## src/rtl/axi_rd_arbiter.sv

```systemverilog
// Read-port arbiter: icache, dcache and uncached loads share one AXI3 AR/R port.
// One transaction in flight; dcache > uncache > icache with an icache starvation guard.
module axi_rd_arbiter #(
    parameter int LINE_BEATS = 16,
    parameter int MAX_CONSEC = 4
) (
    input  logic        aclk,
    input  logic        aresetn,

    input  logic        ic_rd_req,
    input  logic [31:0] ic_rd_addr,
    output logic        ic_rd_rdy,
    output logic        ic_ret_valid,
    output logic        ic_ret_last,
    output logic [31:0] ic_ret_data,

    input  logic        dc_rd_req,
    input  logic [31:0] dc_rd_addr,
    output logic        dc_rd_rdy,
    output logic        dc_ret_valid,
    output logic        dc_ret_last,
    output logic [31:0] dc_ret_data,

    input  logic        uc_rd_req,
    input  logic [31:0] uc_rd_addr,
    input  logic [2:0]  uc_rd_size,
    output logic        uc_rd_rdy,
    output logic        uc_ret_valid,
    output logic [31:0] uc_ret_data,

    output logic [3:0]  arid,
    output logic [31:0] araddr,
    output logic [3:0]  arlen,
    output logic [2:0]  arsize,
    output logic [1:0]  arburst,
    output logic        arvalid,
    input  logic        arready,

    input  logic [3:0]  rid,
    input  logic [31:0] rdata,
    input  logic [1:0]  rresp,
    input  logic        rlast,
    input  logic        rvalid,
    output logic        rready,

    output logic        rd_err
);

    localparam int CW = $clog2(MAX_CONSEC + 1);
    localparam logic [CW-1:0] SAT = CW'(MAX_CONSEC);
    localparam logic [3:0] LINE_LEN = 4'(LINE_BEATS - 1);
    localparam logic [1:0] ID_IC = 2'd0;
    localparam logic [1:0] ID_DC = 2'd1;
    localparam logic [1:0] ID_UC = 2'd2;

    typedef enum logic [1:0] {
        IDLE,
        ADDR,
        DATA
    } state_t;

    state_t        state_q;
    logic [1:0]    gnt_q;
    logic [1:0]    gnt_d;
    logic [CW-1:0] starve_q;
    logic [CW-1:0] starve_d;
    logic [3:0]    beat_q;
    logic [3:0]    arid_q;
    logic [31:0]   araddr_q;
    logic [3:0]    arlen_q;
    logic [2:0]    arsize_q;
    logic [1:0]    arburst_q;
    logic          arvalid_q;
    logic          rready_q;
    logic          err_q;

    logic any_req;
    logic ic_force;
    logic beat;
    logic id_ok;
    logic fwd;
    logic ar_hs;

    assign any_req  = ic_rd_req | dc_rd_req | uc_rd_req;
    assign ic_force = ic_rd_req && (starve_q == SAT);

    always_comb begin
        gnt_d = ID_IC;
        if (ic_force) begin
            gnt_d = ID_IC;
        end else if (dc_rd_req) begin
            gnt_d = ID_DC;
        end else if (uc_rd_req) begin
            gnt_d = ID_UC;
        end
    end

    // Count only dc/uc wins that happen while icache is left waiting.
    always_comb begin
        starve_d = starve_q;
        if ((gnt_d == ID_IC) || !ic_rd_req) begin
            starve_d = '0;
        end else if (starve_q != SAT) begin
            starve_d = starve_q + CW'(1);
        end
    end

    assign ar_hs = arvalid_q & arready;
    assign beat  = rvalid & rready_q;
    assign id_ok = (rid == {2'b00, gnt_q});
    assign fwd   = beat & id_ok;

    always_ff @(posedge aclk) begin
        if (!aresetn) begin
            state_q   <= IDLE;
            gnt_q     <= '0;
            starve_q  <= '0;
            beat_q    <= '0;
            arid_q    <= '0;
            araddr_q  <= '0;
            arlen_q   <= '0;
            arsize_q  <= '0;
            arburst_q <= '0;
            arvalid_q <= 1'b0;
            rready_q  <= 1'b0;
            err_q     <= 1'b0;
        end else begin
            unique case (state_q)
                IDLE: begin
                    if (any_req) begin
                        state_q   <= ADDR;
                        gnt_q     <= gnt_d;
                        starve_q  <= starve_d;
                        arid_q    <= {2'b00, gnt_d};
                        arburst_q <= 2'b01;
                        arvalid_q <= 1'b1;
                        if (gnt_d == ID_UC) begin
                            araddr_q <= uc_rd_addr;
                            arlen_q  <= 4'd0;
                            arsize_q <= uc_rd_size;
                        end else begin
                            araddr_q <= (gnt_d == ID_DC) ? dc_rd_addr
                                                         : ic_rd_addr;
                            arlen_q  <= LINE_LEN;
                            arsize_q <= 3'd2;
                        end
                    end
                end
                ADDR: begin
                    if (arready) begin
                        state_q   <= DATA;
                        arvalid_q <= 1'b0;
                        rready_q  <= 1'b1;
                        beat_q    <= '0;
                    end
                end
                DATA: begin
                    if (beat) begin
                        if (!id_ok) begin
                            err_q <= 1'b1;
                        end else begin
                            beat_q <= beat_q + 4'd1;
                            if (rresp != 2'b00) begin
                                err_q <= 1'b1;
                            end
                            if (rlast) begin
                                state_q  <= IDLE;
                                rready_q <= 1'b0;
                                if (beat_q != arlen_q) begin
                                    err_q <= 1'b1;
                                end
                            end else if (beat_q == arlen_q) begin
                                err_q <= 1'b1;
                            end
                        end
                    end
                end
                default: begin
                    state_q   <= IDLE;
                    arvalid_q <= 1'b0;
                    rready_q  <= 1'b0;
                end
            endcase
        end
    end

    assign arid    = arid_q;
    assign araddr  = araddr_q;
    assign arlen   = arlen_q;
    assign arsize  = arsize_q;
    assign arburst = arburst_q;
    assign arvalid = arvalid_q;
    assign rready  = rready_q;
    assign rd_err  = err_q;

    assign ic_rd_rdy = ar_hs & (gnt_q == ID_IC);
    assign dc_rd_rdy = ar_hs & (gnt_q == ID_DC);
    assign uc_rd_rdy = ar_hs & (gnt_q == ID_UC);

    assign ic_ret_valid = fwd & (gnt_q == ID_IC);
    assign dc_ret_valid = fwd & (gnt_q == ID_DC);
    assign uc_ret_valid = fwd & (gnt_q == ID_UC);

    assign ic_ret_last = ic_ret_valid & rlast;
    assign dc_ret_last = dc_ret_valid & rlast;

    assign ic_ret_data = ic_ret_valid ? rdata : '0;
    assign dc_ret_data = dc_ret_valid ? rdata : '0;
    assign uc_ret_data = uc_ret_valid ? rdata : '0;

endmodule

```

## config.mk

```make
export PLATFORM = sky130hd
export DESIGN_NAME = axi_rd_arbiter
export DESIGN_NICKNAME = d
export VERILOG_FILES = /design/src/rtl/axi_rd_arbiter.sv
export SDC_FILE = /design/constraint.sdc
export NUM_CORES = 1
export LEC_CHECK = 0
export BUFFER_PORTS_ARGS = -buffer_cell sky130_fd_sc_hd__buf_2
export CAP_MARGIN = 15
export CORE_AREA = 2 2 114 116
export CTS_BUF_LIST = sky130_fd_sc_hd__clkbuf_4
export CTS_CLUSTER_SIZE = 8
export DETAILED_ROUTE_END_ITERATION = 6
export DIE_AREA = 0 0 116 118
export GPL_TIMING_DRIVEN = 0
export PLACE_DENSITY_LB_ADDON = 0.2
export SETUP_SLACK_MARGIN = 0.5
export SLEW_MARGIN = 20
export SYNTH_ARGS = -nofsm -noshare
export SYNTH_HDL_FRONTEND = slang
export SYNTH_SLANG_ARGS = --single-unit
```

## constraint.sdc

```tcl
create_clock -name aclk -period 2.2 [get_ports aclk]
set_clock_uncertainty 0.15 [all_clocks]
set_input_delay 0.44 -clock aclk [delete_from_list [all_inputs] [get_ports aclk]]
set_output_delay 0.44 -clock aclk [all_outputs]
set_load 0.02 [all_outputs]
```

==> reports/summary.md, run 1 <==
The logs give 0 for the number of routed nets with antenna violations and 2.40 mW for the total power of the final layout. The violation count after the first detailed-routing iteration is 205. STA classifies the critical path startpoint as a register.

Number of primary I/O pins: 297. Entering global routing, the biggest net connects 16 pins. The per-cell via count in the routed design is 4.99, and the number of antenna violations at the first check in global routing is 1. The relative max-transition margin was 0.605.

The run gives 0 as the count of yosys warnings during synthesis. The type of the worst min-delay path is primary input to register. Averaged over all synthesized cells, the footprint is 8.00 um2.

The power density relative to cell area was 333 mW/mm2. The total overflow left after global routing is 0. After detailed placement, the design holds a cell count of 884. By area the synthesized netlist is led by sky130_fd_sc_hd__dfxtp_1, sky130_fd_sc_hd__and2_1, sky130_fd_sc_hd__a221o_1.

The signal on the critical path passes through buf_8 -> or3_4 -> nor3_4 -> buf_12 -> clkbuf_8 -> and2_4 -> buf_6. At the end of routability-driven placement, the weighted congestion stood at 0.863. The area added between synthesis and finish was 115%; the number of cell rows was 41. The final layout contains 916 nets. Of all cell types, the one taking the most synthesized area is sky130_fd_sc_hd__dfxtp_1. From bottom edge to top edge, the die measures 118 um. After detailed routing, the number of remaining DRC violations is 0. The initial cell density of the core came out at 0.270. For the H-tree level count, the log shows 2. At the pin with the least slew margin, the transition time is 0.593 ns. The die covers 0.0137 mm2.

Counting along the longest clock path gives a buffer depth of 2. The leakage power of the design came out at 3.42 nW. Clock latency on the worst-skew pair, taken at its later pin, is 0.38 ns.

The worst setup path is captured at an output port. The register bit count reported by yosys came out at 51. Clock tree synthesis inserted a total of 5 buffers. The tools report the launch instance of the worst min-delay path as uc_rd_size[1]. Share of the synthesized area in the top cell type: 0.304. The cell area after synthesis is 0.00335 mm2, and the worst hold margin is 0.120 ns. The proportion of layout cells with a drive suffix above 1 is 0.727, and the total stage count of the critical path is 7. In this design, the stage delay of the slowest critical-path cell is 0.37 ns. TritonCTS built the clock tree. The hold violation total from the final report was 0; the arrival time at the worst endpoint was 1.96 ns.

Data on the critical path is required at its endpoint by 1.61 ns. The run gives 51 as the clock sink count. Share of flip-flops with an asynchronous set or reset: 0. The predominant post-synthesis flop cell was sky130_fd_sc_hd__dfxtp_1.

The synthesized design contains 0 enable-type register cells. The cell with the largest stage delay on the worst path is sky130_fd_sc_hd__or3_4. The cell family with the largest share of critical-path delay was simple AND/OR/NAND/NOR gates. The non-filler instance count after layout is 942.

The cell sitting at the root of the clock tree is a sky130_fd_sc_hd__clkbuf_4. The number of buffer and inverter instances along the worst setup path was 4; the minimum clock period after layout was 2.55 ns. The run finished, with violations left. The count of unique library cells instantiated by Yosys was 49; the top fanout value on the critical path was 5. The setup slack of the critical path after layout was -0.355 ns; the part of the cycle the worst path needs was 1.16.

Detailed routing inserted a total of 4700 vias. The overall global routing resource usage was 0.215; the instance count of the mapped netlist was 419. The tools report the number of pins with negative max-slew slack in the final report as 0. Before antenna repair, the detailed router went through 5 iterations. The source of the worst register-to-register timing path was starve_q[0]. Static timing analysis puts the maximum clock frequency at 0.391 GHz.

The clock slew seen by the registers of the worst setup and hold paths was 0.15 ns. The sequential element share of the synthesized area is 0.304. Cell depth of the worst min-delay path: 3. The tools report the first-pass GRT wire length as 23.8 mm. In this run the tool buffered the top-level ports with 291 buffer cells. Across the VDD grid, the largest voltage drop is 246 uV.

The per-cell routed wire length was 17.1 um. Setup repair after global routing could not meet its margin everywhere. In this run the cell area measured after placement is 0.00547 mm2. From left edge to right edge, the die measures 116 um. HPWL reported at the end of detailed placement: 10.9 mm.

In this run the worst setup path begins at arid[1]. The tools report the via count of the first global-routing pass as 4685. For the worst flop-to-flop path, the logic depth is 10. Setup violations remaining at the end of the flow were counted as 101. The final reports fail on setup timing.

The logs give 16.1 mm for the final wirelength and 0.0124 mm2 for the placeable core region. The tools report the max-cap violation count as 0. The worst setup path is of the register to output port kind.

The finished cells cover 0.00722 mm2.
[layer usage]
metal	GRT usage	vias to the layer above	part of all wire
li1	-	2200	-
met1	0.227	2232	0.36
met2	0.413	234	0.54
met3	0.0469	34	0.079
met4	0.0647	0	0.029
met5	0	-	0
[layout by cell type, fill, tap and decap left out, drive strengths merged, types with 2 or more instances in the layout]
cell type  instances
buf              362
ha                 3
or3                2
and2             100
clkinv             2
o21ai             39
conb               3
nor4               2
a22oi              2
nand3b             2
a21oi             41
nand3             38
nand2              8
inv                6
nor3               6
nand2b             2
a221o             32
nor3b              2
nor2              13
dfxtp             51
nand4              3
xnor2              3
clkbuf            28
[per-stage QoR]
step,setup WS [ns],setup TNS [ns],util
detailed placement,-0.280,-11.52,0.441
global route,-0.421,-33.91,0.582
finish,-0.355,-24.85,0.582
floorplan,0.0943,0,-
global placement,-0.260,-10.91,0.441
CTS,-0.408,-32.32,0.557
[worst paths after layout]
kind | end | slack (ns)
setup / recovery | ic_ret_data[14] | -0.35
hold / removal | arsize[1] | 0.12
setup reg to reg | araddr[28] | 0.19
hold reg to reg | araddr[30] | 0.35
[logic make-up after synthesis]
group	share of synthesized area
other	0.00112
XOR/XNOR	0.00784
multiplexers	0.00299
buffers and inverters	0.0933
AO/OA/AOI/OAI	0.246
adder cells (fa/ha/maj)	0.0112
AND/OR/NAND/NOR	0.333
flip-flops	0.304
[worst register-to-register path: cells and delay by family (launching register included)]
| family | cells | cell delay [ns] |
|---|---|---|
| flip-flops | 1 | 0.35 |
| AND/OR/NAND/NOR | 3 | 0.38 |
| AO/OA/AOI/OAI | 1 | 0.31 |
| adder cells (fa/ha/maj) | 1 | 0.13 |
| buffers and inverters | 5 | 0.59 |
[sequential cells by signal, indices dropped and copies added, names as in the netlist]
register  flops
arlen         1
arsize        3
rd_err        1
arid          2
beat_q        4
rready        1
state_q       2
arvalid       1
araddr       32
starve_q      3
arburst       1
[synth_stat cells (2+ instances only)]
cell type / n
sky130_fd_sc_hd__buf_2: 6
sky130_fd_sc_hd__buf_6: 4
sky130_fd_sc_hd__ha_1: 3
sky130_fd_sc_hd__nand3_1: 38
sky130_fd_sc_hd__nand4_1: 3
sky130_fd_sc_hd__nor3b_1: 2
sky130_fd_sc_hd__buf_12: 4
sky130_fd_sc_hd__a221o_1: 32
sky130_fd_sc_hd__dfxtp_1: 51
sky130_fd_sc_hd__xnor2_1: 3
sky130_fd_sc_hd__a22oi_1: 2
sky130_fd_sc_hd__nand2b_1: 2
sky130_fd_sc_hd__nand2_1: 8
sky130_fd_sc_hd__clkbuf_1: 24
sky130_fd_sc_hd__and2_1: 98
sky130_fd_sc_hd__nand3b_1: 2
sky130_fd_sc_hd__and2_4: 2
sky130_fd_sc_hd__buf_4: 6
sky130_fd_sc_hd__inv_1: 6
sky130_fd_sc_hd__nor2_1: 12
sky130_fd_sc_hd__a21oi_1: 41
sky130_fd_sc_hd__o21ai_0: 39
sky130_fd_sc_hd__nor3_1: 5
[repair_timing]
action                     4_1_cts  5_1_grt
resized for setup              285       60
buffers inserted                21       12
hold buffers                     0        0
pin swaps                       13       18
cloned                          14        2
setup endpoints to repair      144      147
[area by class of cell]
type                            count  area [um2]
Clock inverter                      2        12.5
Antenna cell                        1        2.50
Inverter                            6        22.5
Multi-Input combinational cell    320        2610
Fill cell                        1066        5190
Sequential cell                    51        1030
Timing Repair Buffer              340        2770
Clock buffer                        6        45.0
Buffer                             44         507
Tap cell                          172         215
[power by group]
| part | switching, mW | total, mW | internal (mW) |
|---|---|---|---|
| Combinational | 0.474 | 0.901 | 0.427 |
| Clock | 0.301 | 0.438 | 0.137 |
| Sequential | 0.0544 | 1.06 | 1.01 |
(Power assumes the default switching activity.)
==> inputs of run 2 (changes only) <==
CELL_PAD_IN_SITES_DETAIL_PLACEMENT = 1   (was default)
CELL_PAD_IN_SITES_GLOBAL_PLACEMENT = 1   (was default)
CORE_AREA = default   (was 2 2 114 116)
CORE_ASPECT_RATIO = 0.6   (was default)
CORE_UTILIZATION = 25   (was default)
DIE_AREA = default   (was 0 0 116 118)
==> reports/summary.md, run 2 (synthesis results as in run 1) <==
In this run the register-to-register setup slack is 0 ns. Die footprint: 0.0139 mm2. The register with the most flip-flops in the layout has 32 of them. Share of the core filled with cells: 0.562. Summed over all cells, the static leakage comes to 3.47 nW. For the relative max-transition margin, the log shows 0.482. Across all layers, the routed design uses 4879 vias.

The wire-length estimate of the detail-placed layout is 12.9 mm. The tools report the H-tree level count as 2. TritonCTS built the clock tree. CTS placed an instance of sky130_fd_sc_hd__clkbuf_4 at the clock tree root. The worst setup path is launched from a register. The proportion of layout cells with a drive suffix above 1 is 0.716. The total of hold buffers inserted after clock tree synthesis is 0, and the number of antenna violations at the first check in global routing is 1. Number of buffer and inverter instances along the worst setup path: 4. In this run the power density over the cells is 344 mW/mm2. The tools report the final-layout fill cell count as 1527. The number of pins with negative max-slew slack in the final report came out at 0. After detailed routing, the number of vias per cell comes to 5.16. The tools report the clock insertion delay at the later pin of the skew report as 0.41 ns. The largest individual stage delay along the critical path comes from the cell sky130_fd_sc_hd__dfxtp_4. Entering global routing, the biggest net connects 17 pins.

VDD sags by at most 243 uV. The type of the worst min-delay path is primary input to register. The part of the cycle the worst path needs works out to 1.19.

The number of routed nets with antenna violations was 0; the number of cell rows was 32. The tools report the placement-stage worst setup slack as -0.317 ns. The final reports fail on setup timing.

In this run, CTS created clock tree buffers numbering 5. The tools report the clock sink count as 51. Clock-pin slew was measured on the worst setup and hold paths at 0.18 ns. The run gives 297 as the number of primary I/O pins.

The library cell used most frequently in the layout, excluding fill and tap cells, is sky130_fd_sc_hd__buf_2. Setup repair after global routing could not meet its margin everywhere. The width of the die came out at 152 um. The completed layout was analyzed and its total power is 2.51 mW. The critical path goes through clkbuf_8 -> or3_4 -> nor3_4 -> buf_6 -> clkbuf_16 -> and2_4 -> buf_6. The cell depth of the worst min-delay path works out to 2.

The critical path start-end classification is register to output port. Number of input and output port buffers inserted: 291. Across the whole layout, storage elements account for 0.00103 mm2. The total stage count of the critical path is 7. For this block, the initial DRC count from the detailed router was 137. The worst setup path is captured at an output port.

The layout net count was 922; the detailed-router iteration count before antenna repair was 4. The via count of the first global-routing pass was 5021. In this run the worst path has a maximum fanout of 6.

The measured slew at the worst slew-check pin works out to 0.778 ns. Setup violations remaining at the end of the flow were counted as 104. The most numerous cell type found on the critical path is sky130_fd_sc_hd__buf_6.

The initial cell density of the core was 0.258. The setup slack of the critical path after layout came out at -0.422 ns. The total area inside the core boundary comes to 0.0130 mm2. Data arrives at the worst endpoint at 2.03 ns.

The kind of cell with the highest combined delay along the critical path is simple AND/OR/NAND/NOR gates. The run finished, with violations left. In the final layout, the multi-input gates occupy 0.00264 mm2.

The routability congestion estimate is 0.823, and the first-pass GRT wire length is 29.6 mm. The minimum clock period after layout is 2.62 ns, and the total congestion overflow after global routing is 0. The total DRC errors in the routed layout came out at 0. The worst-case reg-to-reg path depth works out to 12.

The area added between synthesis and finish was 117%; the overall global routing resource usage was 0.280. Data on the critical path is required at its endpoint by 1.61 ns. Summed over all layers, the routed wires come to 20.6 mm.

For the hold violation total from the final report, the log shows 0. No sink is reached through more buffers than the 2 on the longest clock path. The highest clock rate was 0.381 GHz; the die span in y was 91.7 um. In this design, the stage delay of the slowest critical-path cell is 0.38 ns. In the layout the commonest cells are sky130_fd_sc_hd__buf_2, sky130_fd_sc_hd__buf_6, sky130_fd_sc_hd__and2_4.

Across the run, the number of max-cap violations was 0. In the final routed layout, each cell accounts on average for 21.8 um.
-- run 2: changes by cell type in the layout (fill, tap and decap cells not counted), moves of 2 or more --
cell / delta
sky130_fd_sc_hd__a21oi_1: +11
sky130_fd_sc_hd__buf_4: -5
sky130_fd_sc_hd__a21oi_2: -10
sky130_fd_sc_hd__and2_4: +3
sky130_fd_sc_hd__clkbuf_8: +2
sky130_fd_sc_hd__and2_2: -3
sky130_fd_sc_hd__o21ai_1: -7
sky130_fd_sc_hd__buf_2: -5
sky130_fd_sc_hd__clkbuf_16: -4
sky130_fd_sc_hd__o21ai_0: +7
sky130_fd_sc_hd__buf_6: +22
sky130_fd_sc_hd__nor3b_2: -2
-- run 2: worst paths after layout --
check                          to          start
setup / recovery  ic_ret_data[19]        arid[0]
hold / removal          araddr[7]  uc_rd_addr[7]
setup reg to reg        beat_q[1]        arid[1]
hold reg to reg         araddr[7]      araddr[7]
-- run 2: what timing repair did --
| action | 4_1_cts | 5_1_grt |
|---|---|---|
| buffers inserted | 33 | 9 |
| endpoints found under the setup margin | 148 | 155 |
| resized for setup | 316 | 46 |
| cloned | 12 | 1 |
| pin swaps | 29 | 34 |
-- run 2: layout make-up --
type / instances / area share
Clock inverter: 3 / 0.00275
Clock buffer: 5 / 0.00515
Timing Repair Buffer: 346 / 0.387
Tap cell: 170 / 0.0292
Multi-Input combinational cell: 320 / 0.362
Buffer: 44 / 0.0683
Sequential cell: 51 / 0.142
Antenna cell: 1 / 0.000343
Inverter: 6 / 0.00309
-- run 2: per-stage QoR --
stage,TNS [ns],hold slack (ns),cell area (um2),instances
finish,-34.42,0.0861,7290,946
global placement,-10.96,0.303,5470,882
detailed placement,-12.45,0.322,5470,882
floorplan,0,0.298,3800,421
CTS,-29.21,0.0786,7030,935
global route,-43.14,0.0673,7290,946
-- run 2: routing by layer --
metal	share of wire	GRT usage	vias to the layer above
met2	0.50	0.491	174
li1	-	-	2214
met3	0.060	0.0632	42
met4	0.027	0.0743	0
met1	0.41	0.342	2449
met5	0	0	-
-- run 2: power breakdown --
part	total [mW]	switching (mW)	internal (mW)
clock network	0.496	0.372	0.124
logic	0.947	0.512	0.435
registers	1.06	0.0541	1.01
==> inputs of run 3 (changes only) <==
PLACE_DENSITY = 0.87   (was default)
PLACE_DENSITY_LB_ADDON = default   (was 0.2)
SETUP_SLACK_MARGIN = default   (was 0.5)
==> reports/summary.md, run 3 (synthesis results as in run 1) <==
The arrival time at the worst endpoint was 1.94 ns. The first routing iteration left 184 violations. The critical path start-end classification is register to output port.

The setup check on the worst reg-to-reg path leaves a slack of 0.07 ns. The tools report the HPWL reported at the end of detailed placement as 11.7 mm. The library cell used most frequently in the layout, excluding fill and tap cells, is sky130_fd_sc_hd__buf_2. The flow ran to the end, but the final reports show violations. The clock reaches the later pin of the worst-skew pair after 0.38 ns. Via count of the first global-routing pass: 4646. The final reports fail on setup timing. The setup slack of the critical path after layout came out at -0.330 ns. The type of the worst min-delay path was primary input to register.

For the number of buffers created by CTS, the log shows 5. The analysis attributes to cell leakage a power of 3.10 nW. The tools report the total DRC errors in the routed layout as 0. Row generation in the floorplan step produced 32 rows. Setup violations remaining at the end of the flow were counted as 101.

The run gives 0.808 as the routability congestion estimate. The cell with the largest stage delay on the worst path is sky130_fd_sc_hd__dfxtp_4. The total power of the final layout was 2.27 mW. In this run the worst path has a maximum fanout of 10. The critical path starts at arid[1].

At the end of the flow, the number of nets in the layout was 886. The peak per-stage delay on the critical path was 0.38 ns. For the die footprint, the log shows 0.0139 mm2.

TritonCTS built the clock tree. The clock passes through at most 2 buffers. The max-cap violation count came out at 0.

The worst setup path is captured at an output port. The logs give 51 for the clock sink count and 4 for the detailed-router iteration count before antenna repair. The run gives 0 as the number of pins with negative max-slew slack in the final report. Derived from the worst setup path, the maximum achievable clock frequency is 0.395 GHz. The width of the die came out at 152 um. The cell that appears most often on the critical path is sky130_fd_sc_hd__buf_6.

The initial cell density of the core is 0.258. The final-layout fill cell count is 1570, and the hold violation total from the final report is 0. The logs give 0.234 for the overall global routing resource usage and 1.61 ns for the data required time at the worst endpoint. The worst-case IR drop observed on VDD is 162 uV. The clock slew seen by the registers of the worst setup and hold paths works out to 0.17 ns. In the final routed layout, each cell accounts on average for 19.2 um. The die span in y works out to 91.7 um.

The H-tree level count came out at 2. The run gives 25.3 mm as the first-pass GRT wire length. The startpoint identified for the worst register-to-register timing path is starve_q[0]. The per-cell via count in the routed design works out to 5.03.

For the number of antenna violations at the first check in global routing, the log shows 1. The total of hold buffers inserted after clock tree synthesis is 0, and the number of routed nets with antenna violations is 0. Startpoint type of the worst setup path: a register. The final total negative setup slack was -22.95 ns; the final wirelength was 17.4 mm. The detailed router placed 4577 vias in this run.

The launch instance of the worst min-delay path was uc_rd_addr[13]. Maximum number of pins on one net before global-route repair: 16. The proportion of layout cells with a drive suffix above 1 was 0.604; the part of the cycle the worst path needs was 1.15. The tools report the total congestion overflow after global routing as 0.

The critical path goes through buf_6 -> nand3b_1 -> nor3_4 -> buf_12 -> clkbuf_16 -> and2_4 -> buf_6. Prior to clock tree synthesis, the placed netlist has a worst setup slack of -0.424 ns. The register with the most flip-flops in the layout has 32 of them. Power spread over the standard cell area amounts to 359 mW/mm2.

In this run the standard cell core region covers 0.0130 mm2. The number of input and output port buffers inserted is 291. The minimum clock period after layout was 2.53 ns.

The tools report the root buffer cell as sky130_fd_sc_hd__clkbuf_4. Leaving out fill and tap cells, the most frequent cells in the layout are sky130_fd_sc_hd__buf_2, sky130_fd_sc_hd__buf_6, sky130_fd_sc_hd__and2_4. The number of primary I/O pins was 297; the area added between synthesis and finish was 88.7%.

Setup repair after global routing could not meet its margin everywhere.
[run 3: changes by cell type in the layout (fill, tap and decap cells not counted), sizes merged]
| cell | delta |
|---|---|
| buf | -40 |
| clkbuf | +5 |
| clkinv | -1 |
[run 3: stage by stage]
stage | hold WS (ns) | cells | util | area, um2
floorplan | 0.299 | 421 | - | 3410
global placement | 0.301 | 882 | 0.391 | 5080
global route | 0.0699 | 910 | 0.488 | 6330
CTS | 0.0899 | 902 | 0.477 | 6190
detailed placement | 0.309 | 882 | 0.391 | 5080
finish | 0.112 | 910 | 0.488 | 6330
[run 3: layer usage]
layer	track usage	share of wire
met1	0.284	0.40
met2	0.424	0.51
met3	0.0473	0.071
met4	0.0462	0.015
met5	0	0
[run 3: layout make-up]
class / instances / area [um2] / share of cell area
Inverter: 6 / 22.5 / 0.00356
Tap cell: 170 / 213 / 0.0336
Sequential cell: 51 / 1030 / 0.163
Buffer: 42 / 397 / 0.0627
Timing Repair Buffer: 312 / 2330 / 0.368
Antenna cell: 1 / 2.50 / 0.000396
Multi-Input combinational cell: 320 / 2270 / 0.359
Clock inverter: 2 / 12.5 / 0.00198
Clock buffer: 6 / 45.0 / 0.00712
[run 3: report_power, final]
part	switching (mW)	internal, mW
clock	0.333	0.137
combinational	0.419	0.320
sequential	0.0559	1.01
[run 3: path summary, 6_finish.rpt]
kind                     end  cells after the start
max          dc_ret_data[21]                      7
min reg2reg      starve_q[0]                      2
max reg2reg        araddr[8]                      9
min               araddr[13]                      2
[run 3: timing repair]
item | in CTS | in global routing
pin swaps | 42 | 14
setup endpoints to repair | 131 | 132
buffers inserted | 8 | 5
cloned | 6 | 3
resized for setup | 305 | 31
[run 3: critical path, delay by kind of cell (launching register included)]
kind / cells / cell delay (ns)
buf+inv: 4 / 0.56
simple gates: 3 / 0.61
flops: 1 / 0.38
